File: src/rtl/uart_xcvr.sv
// uart_xcvr: parametrised full-duplex UART transceiver.
// Frame: start(0), DATA_WIDTH data bits LSB first, optional parity, STOP_BITS stop bits.
// TX takes words over a valid/ready handshake. RX samples a synchronised line at mid-bit.
//
// Both FSMs share one state encoding (WAIT_HIGH is used by RX only):
//   state      | meaning
//   S_IDLE     | line idle; TX ready for a word / RX waiting for a falling edge
//   S_START    | start bit (RX: half-bit qualification of the start bit)
//   S_DATA     | data bits, LSB first
//   S_PARITY   | parity bit (only reached when PARITY_EN=1)
//   S_STOP     | stop bit(s)
//   S_WAIT_HIGH| RX only: a stop bit was low; hold off until the line returns high
module uart_xcvr #(
  parameter int DATA_WIDTH   = 8,
  parameter int CLKS_PER_BIT = 16,
  parameter int PARITY_EN    = 0,
  parameter int PARITY_ODD   = 0,
  parameter int STOP_BITS    = 1
) (
  input  logic                  clk,
  input  logic                  reset,
  input  logic [DATA_WIDTH-1:0] tx_data,
  input  logic                  tx_valid,
  output logic                  tx_ready,
  output logic                  tx,
  input  logic                  rx,
  output logic [DATA_WIDTH-1:0] rx_data,
  output logic                  rx_valid,
  output logic                  rx_parity_err,
  output logic                  rx_frame_err
);

  localparam int FRAME_BITS = 1 + DATA_WIDTH + PARITY_EN + STOP_BITS;
  localparam int CBW = $clog2(CLKS_PER_BIT);
  localparam int FBW = $clog2(FRAME_BITS);

  localparam logic [CBW-1:0] BIT_LAST  = CBW'(CLKS_PER_BIT - 1);
  localparam logic [CBW-1:0] HALF_LAST = CBW'(CLKS_PER_BIT / 2 - 1);
  localparam logic [FBW-1:0] DATA_LAST = FBW'(DATA_WIDTH - 1);
  localparam logic [FBW-1:0] STOP_LAST = FBW'(STOP_BITS - 1);
  localparam logic PEN = (PARITY_EN != 0);
  localparam logic ODD = (PARITY_ODD != 0);

  localparam logic [2:0] S_IDLE      = 3'd0;
  localparam logic [2:0] S_START     = 3'd1;
  localparam logic [2:0] S_DATA      = 3'd2;
  localparam logic [2:0] S_PARITY    = 3'd3;
  localparam logic [2:0] S_STOP      = 3'd4;
  localparam logic [2:0] S_WAIT_HIGH = 3'd5;

  logic [2:0]            tx_state;
  logic [CBW-1:0]        tx_tmr;
  logic [FBW-1:0]        tx_cnt;
  logic [DATA_WIDTH-1:0] tx_sh;
  logic                  tx_par;

  logic                  rx_s1, rx_s2;
  logic [2:0]            rx_state;
  logic [CBW-1:0]        rx_tmr;
  logic [FBW-1:0]        rx_cnt;
  logic [DATA_WIDTH-1:0] rx_sh;
  logic                  rx_par;
  logic                  stop_bad;

  assign tx_ready = (tx_state == S_IDLE);

  // TX FSM: bit timer is a down-counter; each terminal count moves to the next bit.
  always_ff @(posedge clk or negedge reset) begin
    if (!reset) begin
      tx_state <= S_IDLE;
      tx_tmr   <= '0;
      tx_cnt   <= '0;
      tx_sh    <= '0;
      tx_par   <= 1'b0;
      tx       <= 1'b1;
    end else if (tx_state == S_IDLE) begin
      if (tx_valid) begin
        tx_sh    <= tx_data;
        tx_par   <= (^tx_data) ^ ODD;
        tx       <= 1'b0;
        tx_tmr   <= BIT_LAST;
        tx_state <= S_START;
      end
    end else if (tx_tmr != '0) begin
      tx_tmr <= tx_tmr - 1'b1;
    end else begin
      tx_tmr <= BIT_LAST;
      case (tx_state)
        S_START: begin
          tx       <= tx_sh[0];
          tx_sh    <= tx_sh >> 1;
          tx_cnt   <= '0;
          tx_state <= S_DATA;
        end
        S_DATA: begin
          if (tx_cnt == DATA_LAST) begin
            tx_cnt <= '0;
            if (PEN) begin
              tx       <= tx_par;
              tx_state <= S_PARITY;
            end else begin
              tx       <= 1'b1;
              tx_state <= S_STOP;
            end
          end else begin
            tx     <= tx_sh[0];
            tx_sh  <= tx_sh >> 1;
            tx_cnt <= tx_cnt + 1'b1;
          end
        end
        S_PARITY: begin
          tx       <= 1'b1;
          tx_state <= S_STOP;
        end
        S_STOP: begin
          if (tx_cnt == STOP_LAST) tx_state <= S_IDLE;
          else                     tx_cnt   <= tx_cnt + 1'b1;
        end
        default: begin
          tx       <= 1'b1;
          tx_state <= S_IDLE;
        end
      endcase
    end
  end

  // Two-flop synchroniser for the asynchronous rx pin; idles high.
  always_ff @(posedge clk or negedge reset) begin
    if (!reset) begin
      rx_s1 <= 1'b1;
      rx_s2 <= 1'b1;
    end else begin
      rx_s1 <= rx;
      rx_s2 <= rx_s1;
    end
  end

  // RX FSM: half-bit start qualification, then one mid-bit sample per bit period.
  always_ff @(posedge clk or negedge reset) begin
    if (!reset) begin
      rx_state      <= S_IDLE;
      rx_tmr        <= '0;
      rx_cnt        <= '0;
      rx_sh         <= '0;
      rx_par        <= 1'b0;
      stop_bad      <= 1'b0;
      rx_data       <= '0;
      rx_valid      <= 1'b0;
      rx_parity_err <= 1'b0;
      rx_frame_err  <= 1'b0;
    end else begin
      rx_valid <= 1'b0;
      if (rx_state == S_IDLE) begin
        if (!rx_s2) begin
          rx_tmr   <= HALF_LAST;
          stop_bad <= 1'b0;
          rx_state <= S_START;
        end
      end else if (rx_state == S_WAIT_HIGH) begin
        if (rx_s2) rx_state <= S_IDLE;
      end else if (rx_tmr != '0) begin
        rx_tmr <= rx_tmr - 1'b1;
      end else begin
        rx_tmr <= BIT_LAST;
        case (rx_state)
          S_START: begin
            rx_cnt   <= '0;
            rx_state <= rx_s2 ? S_IDLE : S_DATA;
          end
          S_DATA: begin
            rx_sh <= {rx_s2, rx_sh[DATA_WIDTH-1:1]};
            if (rx_cnt == DATA_LAST) begin
              rx_cnt   <= '0;
              rx_state <= PEN ? S_PARITY : S_STOP;
            end else begin
              rx_cnt <= rx_cnt + 1'b1;
            end
          end
          S_PARITY: begin
            rx_par   <= rx_s2;
            rx_state <= S_STOP;
          end
          S_STOP: begin
            if (rx_cnt == STOP_LAST) begin
              rx_data       <= rx_sh;
              rx_valid      <= 1'b1;
              rx_parity_err <= PEN & ((^rx_sh) ^ rx_par ^ ODD);
              rx_frame_err  <= stop_bad | ~rx_s2;
              rx_state      <= (stop_bad | ~rx_s2) ? S_WAIT_HIGH : S_IDLE;
            end else begin
              stop_bad <= stop_bad | ~rx_s2;
              rx_cnt   <= rx_cnt + 1'b1;
            end
          end
          default: rx_state <= S_IDLE;
        endcase
      end
    end
  end

endmodule

File: config.mk
export PLATFORM = sky130hd
export DESIGN_NAME = uart_xcvr
export DESIGN_NICKNAME = d
export VERILOG_FILES = /design/src/rtl/uart_xcvr.sv
export SDC_FILE = /design/constraint.sdc
export NUM_CORES = 1
export LEC_CHECK = 0
export ABC_AREA = 1
export BUFFER_PORTS_ARGS = -buffer_cell sky130_fd_sc_hd__buf_2
export CAP_MARGIN = 10
export CORE_ASPECT_RATIO = 1.4
export CORE_MARGIN = 2
export CORE_UTILIZATION = 59
export DETAILED_ROUTE_END_ITERATION = 16
export GPL_ROUTABILITY_DRIVEN = 0
export PLACE_DENSITY = 0.84
export SYNTH_ARGS = -nofsm -noshare
export SYNTH_HDL_FRONTEND = slang
export SYNTH_SLANG_ARGS = --single-unit
export TNS_END_PERCENT = 5
File: constraint.sdc
create_clock -name clk -period 1.8 [get_ports clk]
set_input_delay 0.09 -clock clk [delete_from_list [all_inputs] [get_ports clk]]
set_output_delay 0.09 -clock clk [all_outputs]
set_load 0.03 [all_outputs]
==> summary.md <==
| Metric | Value |
|---|---|
| WS Path Type | flip-flop to flip-flop |
| Syn Std Cell Area | 2780 um2 |
| Cell taking the most area after synthesis | dfrtp_1 |
| CTS tree | yes |
| PortBufs | 23 |
| Synth Instances | 347 |
| Largest net degree at the start of global routing | 53 |
| Peak Freq | 618 MHz |
| #FFs+latches synth | 52 |
| Syn-to-layout area delta | 11.1% |
| Max-cap violation count | 0 |
| Clock Path Buffers | 2 |
| HP Class | input pin to flip-flop |
| Hold WS | 39.7 ps |
| CP startpoint | rx_tmr[0] |
| Final-stage net count | 392 |
| Initial antenna violation count | 0 |
| Clk Latency, worst-skew pair | 310 ps |
| Gr ovfl total | 0 |
| DRC Markers | 0 |
| Die height | 85.2 um |
| Syn avg cell area | 8.02 um2 |
| Initial DRC Count | 115 |
| Worst hold path depth | 3 |
| DP HPWL | 3730 um |
| R2r startpoint | rx_tmr[0] |
| Peak supply drop | 786 uV |
| Syn nets | 365 |
| H-tree levels | 2 |
| # setup viols final | 0 |
| Vias in the first global route | 2155 |
| RSZ-0062 raised after global routing | no |
| Min-delay src | tx_data[7] |
| Routed WL | 5090 um |
| First-pass GRT wire length | 8760 um |
| I/O pins | 25 |
| CP Launch Type | flip-flop |
| Power density cells | 1290 nW/um2 |
| Min cycle time layout | 1620 ps |
| Antenna viol nets, final | 0 |
| Tcrit/Tclk final | 90.0% |
| Commonest non-fill, non-tap cell in the layout | nand2_1 |
| CP Max Fanout | 18 |
| Clk_skew | 6.99 ps |
| Max Slew Vio Count | 0 |
| Synth unique cells | 29 |
| Rows | 29 |
| Core box area | 4540 um2 |
| Outcome | complete, no violations |
| Most frequent cells in the layout | nand2_1 (125), dfrtp_1 (49), inv_1 (35) |
| YS warnings | 0 |
| Cell leakage power | 1.64 nW |
| Proportion of netlist area held by the largest area contributor | 44.1% |
| Fraction of layout cells with a size suffix above 1 | 19.7% |
| Crit end category | flip-flop |
| Total number of vias | 2232 |
| Setup TNS Final | 0 ps |
| Ant diodes | 0 |
| Total GRT Usage | 22.0% |
| Clk slew on worst S/H paths | 100 ps |
| Routed length per placed instance | 11.6 um |
| Worst EP arrival | 1830 ps |
| Num CTS Buffers | 5 |
| Vias per cell | 5.11 |
| Die W | 62.0 um |
| Initial Utilization | 61.3% |
| CP Data Required Time | 2010 ps |
| Synth top area cells | dfrtp_1 (44%), nand2_1 (17%), o21ai_2 (5.4%) |
| Drt first pass iters | 5 |
| Final worst slack | 181 ps |
| Pre-CTS setup slack | 143 ps |
| Postcts setup bufs | 0 |
| Endpoints failing hold | 0 |
| R2R depth | 7 |
| CTS sink cnt | 52 |
| Root buffer cell | clkbuf_8 |
| Die ar. | 5290 um2 |
| Register area share after synthesis | 46.9% |
==> stage by stage <==
stage	total power [W]	area, um2	util (%)	std cells
final	0.00399	3090	68.1	437
after CTS	0.00403	3080	67.9	437
after global placement	0.00313	2940	64.9	427
after global routing	0.00433	3090	68.1	437
after detailed placement	0.00320	2940	64.9	427
after floorplan	0.00288	2780	-	347
==> area by class of cell <==
cell class                      instances  area, um2
Tap cell                               62       77.6
Sequential cell                        52       1310
Multi-Input combinational cell        249       1280
Fill cell                             367       1450
Timing Repair Buffer                   26        155
Clock buffer                            5       68.8
Inverter                               40        150
Clock inverter                          3       47.5
==> report_power, final <==
group          internal [W]  total, W  switching (W)
Clock              0.000419  0.000814       0.000395
Sequential          0.00142   0.00163       0.000209
Combinational      0.000512   0.00154        0.00103
==> layer usage <==
layer / GRT usage, % / up-vias / routed length (um)
li1: - / 1145 / -
met1: 24.0 / 1046 / 2040
met2: 38.8 / 30 / 2780
met3: 4.27 / 11 / 135
met4: 10.1 / 0 / 127
met5: 0 / - / 0
==> what timing repair did <==
action / in CTS / in global routing
hold endpoints to repair: 50 / 0
gates resized for setup: 0 / 2
endpoints found under the setup margin: 0 / 5
hold buffers: 2 / 0
==> kinds of logic (layout without fill, tap and decap cells) <==
family | count (synthesis) | after routing | synth area share (%)
other | 1 | 1 | 0.135
and+or+nand+nor | 198 | 198 | 32.2
adders and majority gates | 6 | 6 | 2.70
buffers and inverters | 46 | 74 | 7.24
xor gates and xnor gates | 2 | 2 | 0.630
AOI/OAI and AO/OA | 42 | 42 | 10.2
DFF | 52 | 52 | 46.9
==> flip-flops by register name, summed over array words and instances, names as in the netlist, 3 cells and up <==
signal and cells:
rx_tmr 4, rx_data 8, rx_cnt 4, rx_state 3
tx_state 3, rx_sh 8, tx_cnt 4, tx_sh 8
tx_tmr 4
==> Yosys cell counts, drive strengths merged <==
| cell type | n |
|---|---|
| a21oi | 5 |
| a22oi | 2 |
| inv | 40 |
| nand3 | 26 |
| nor3 | 3 |
| o21ai | 33 |
| and2 | 1 |
| dfrtp | 49 |
| nand4 | 2 |
| xor2 | 2 |
| dfstp | 3 |
| nand3b | 2 |
| buf | 6 |
| ha | 6 |
| o211ai | 2 |
| conb | 1 |
| nor2 | 32 |
| nand2 | 132 |
==> critical path: stages, from the launching register on <==
cell and delay (ps):
dfrtp_1 420, inv_1 70, ha_1 180, nand3_1 150, nor2_4 230, nand3_4 250, nand2_1 160, o21ai_2 60
==> path summary, 6_finish.rpt <==
path	endpoint	slack, ps
setup / recovery	rx_data[6]	180
hold / removal	tx_sh[7]	40
hold reg to reg	rx_s2	360
min in group asynchronous	tx_tmr[0]	310
max in group asynchronous	rx_s2	1220
setup reg to reg	rx_data[6]	180
(Power assumes the default switching activity.)
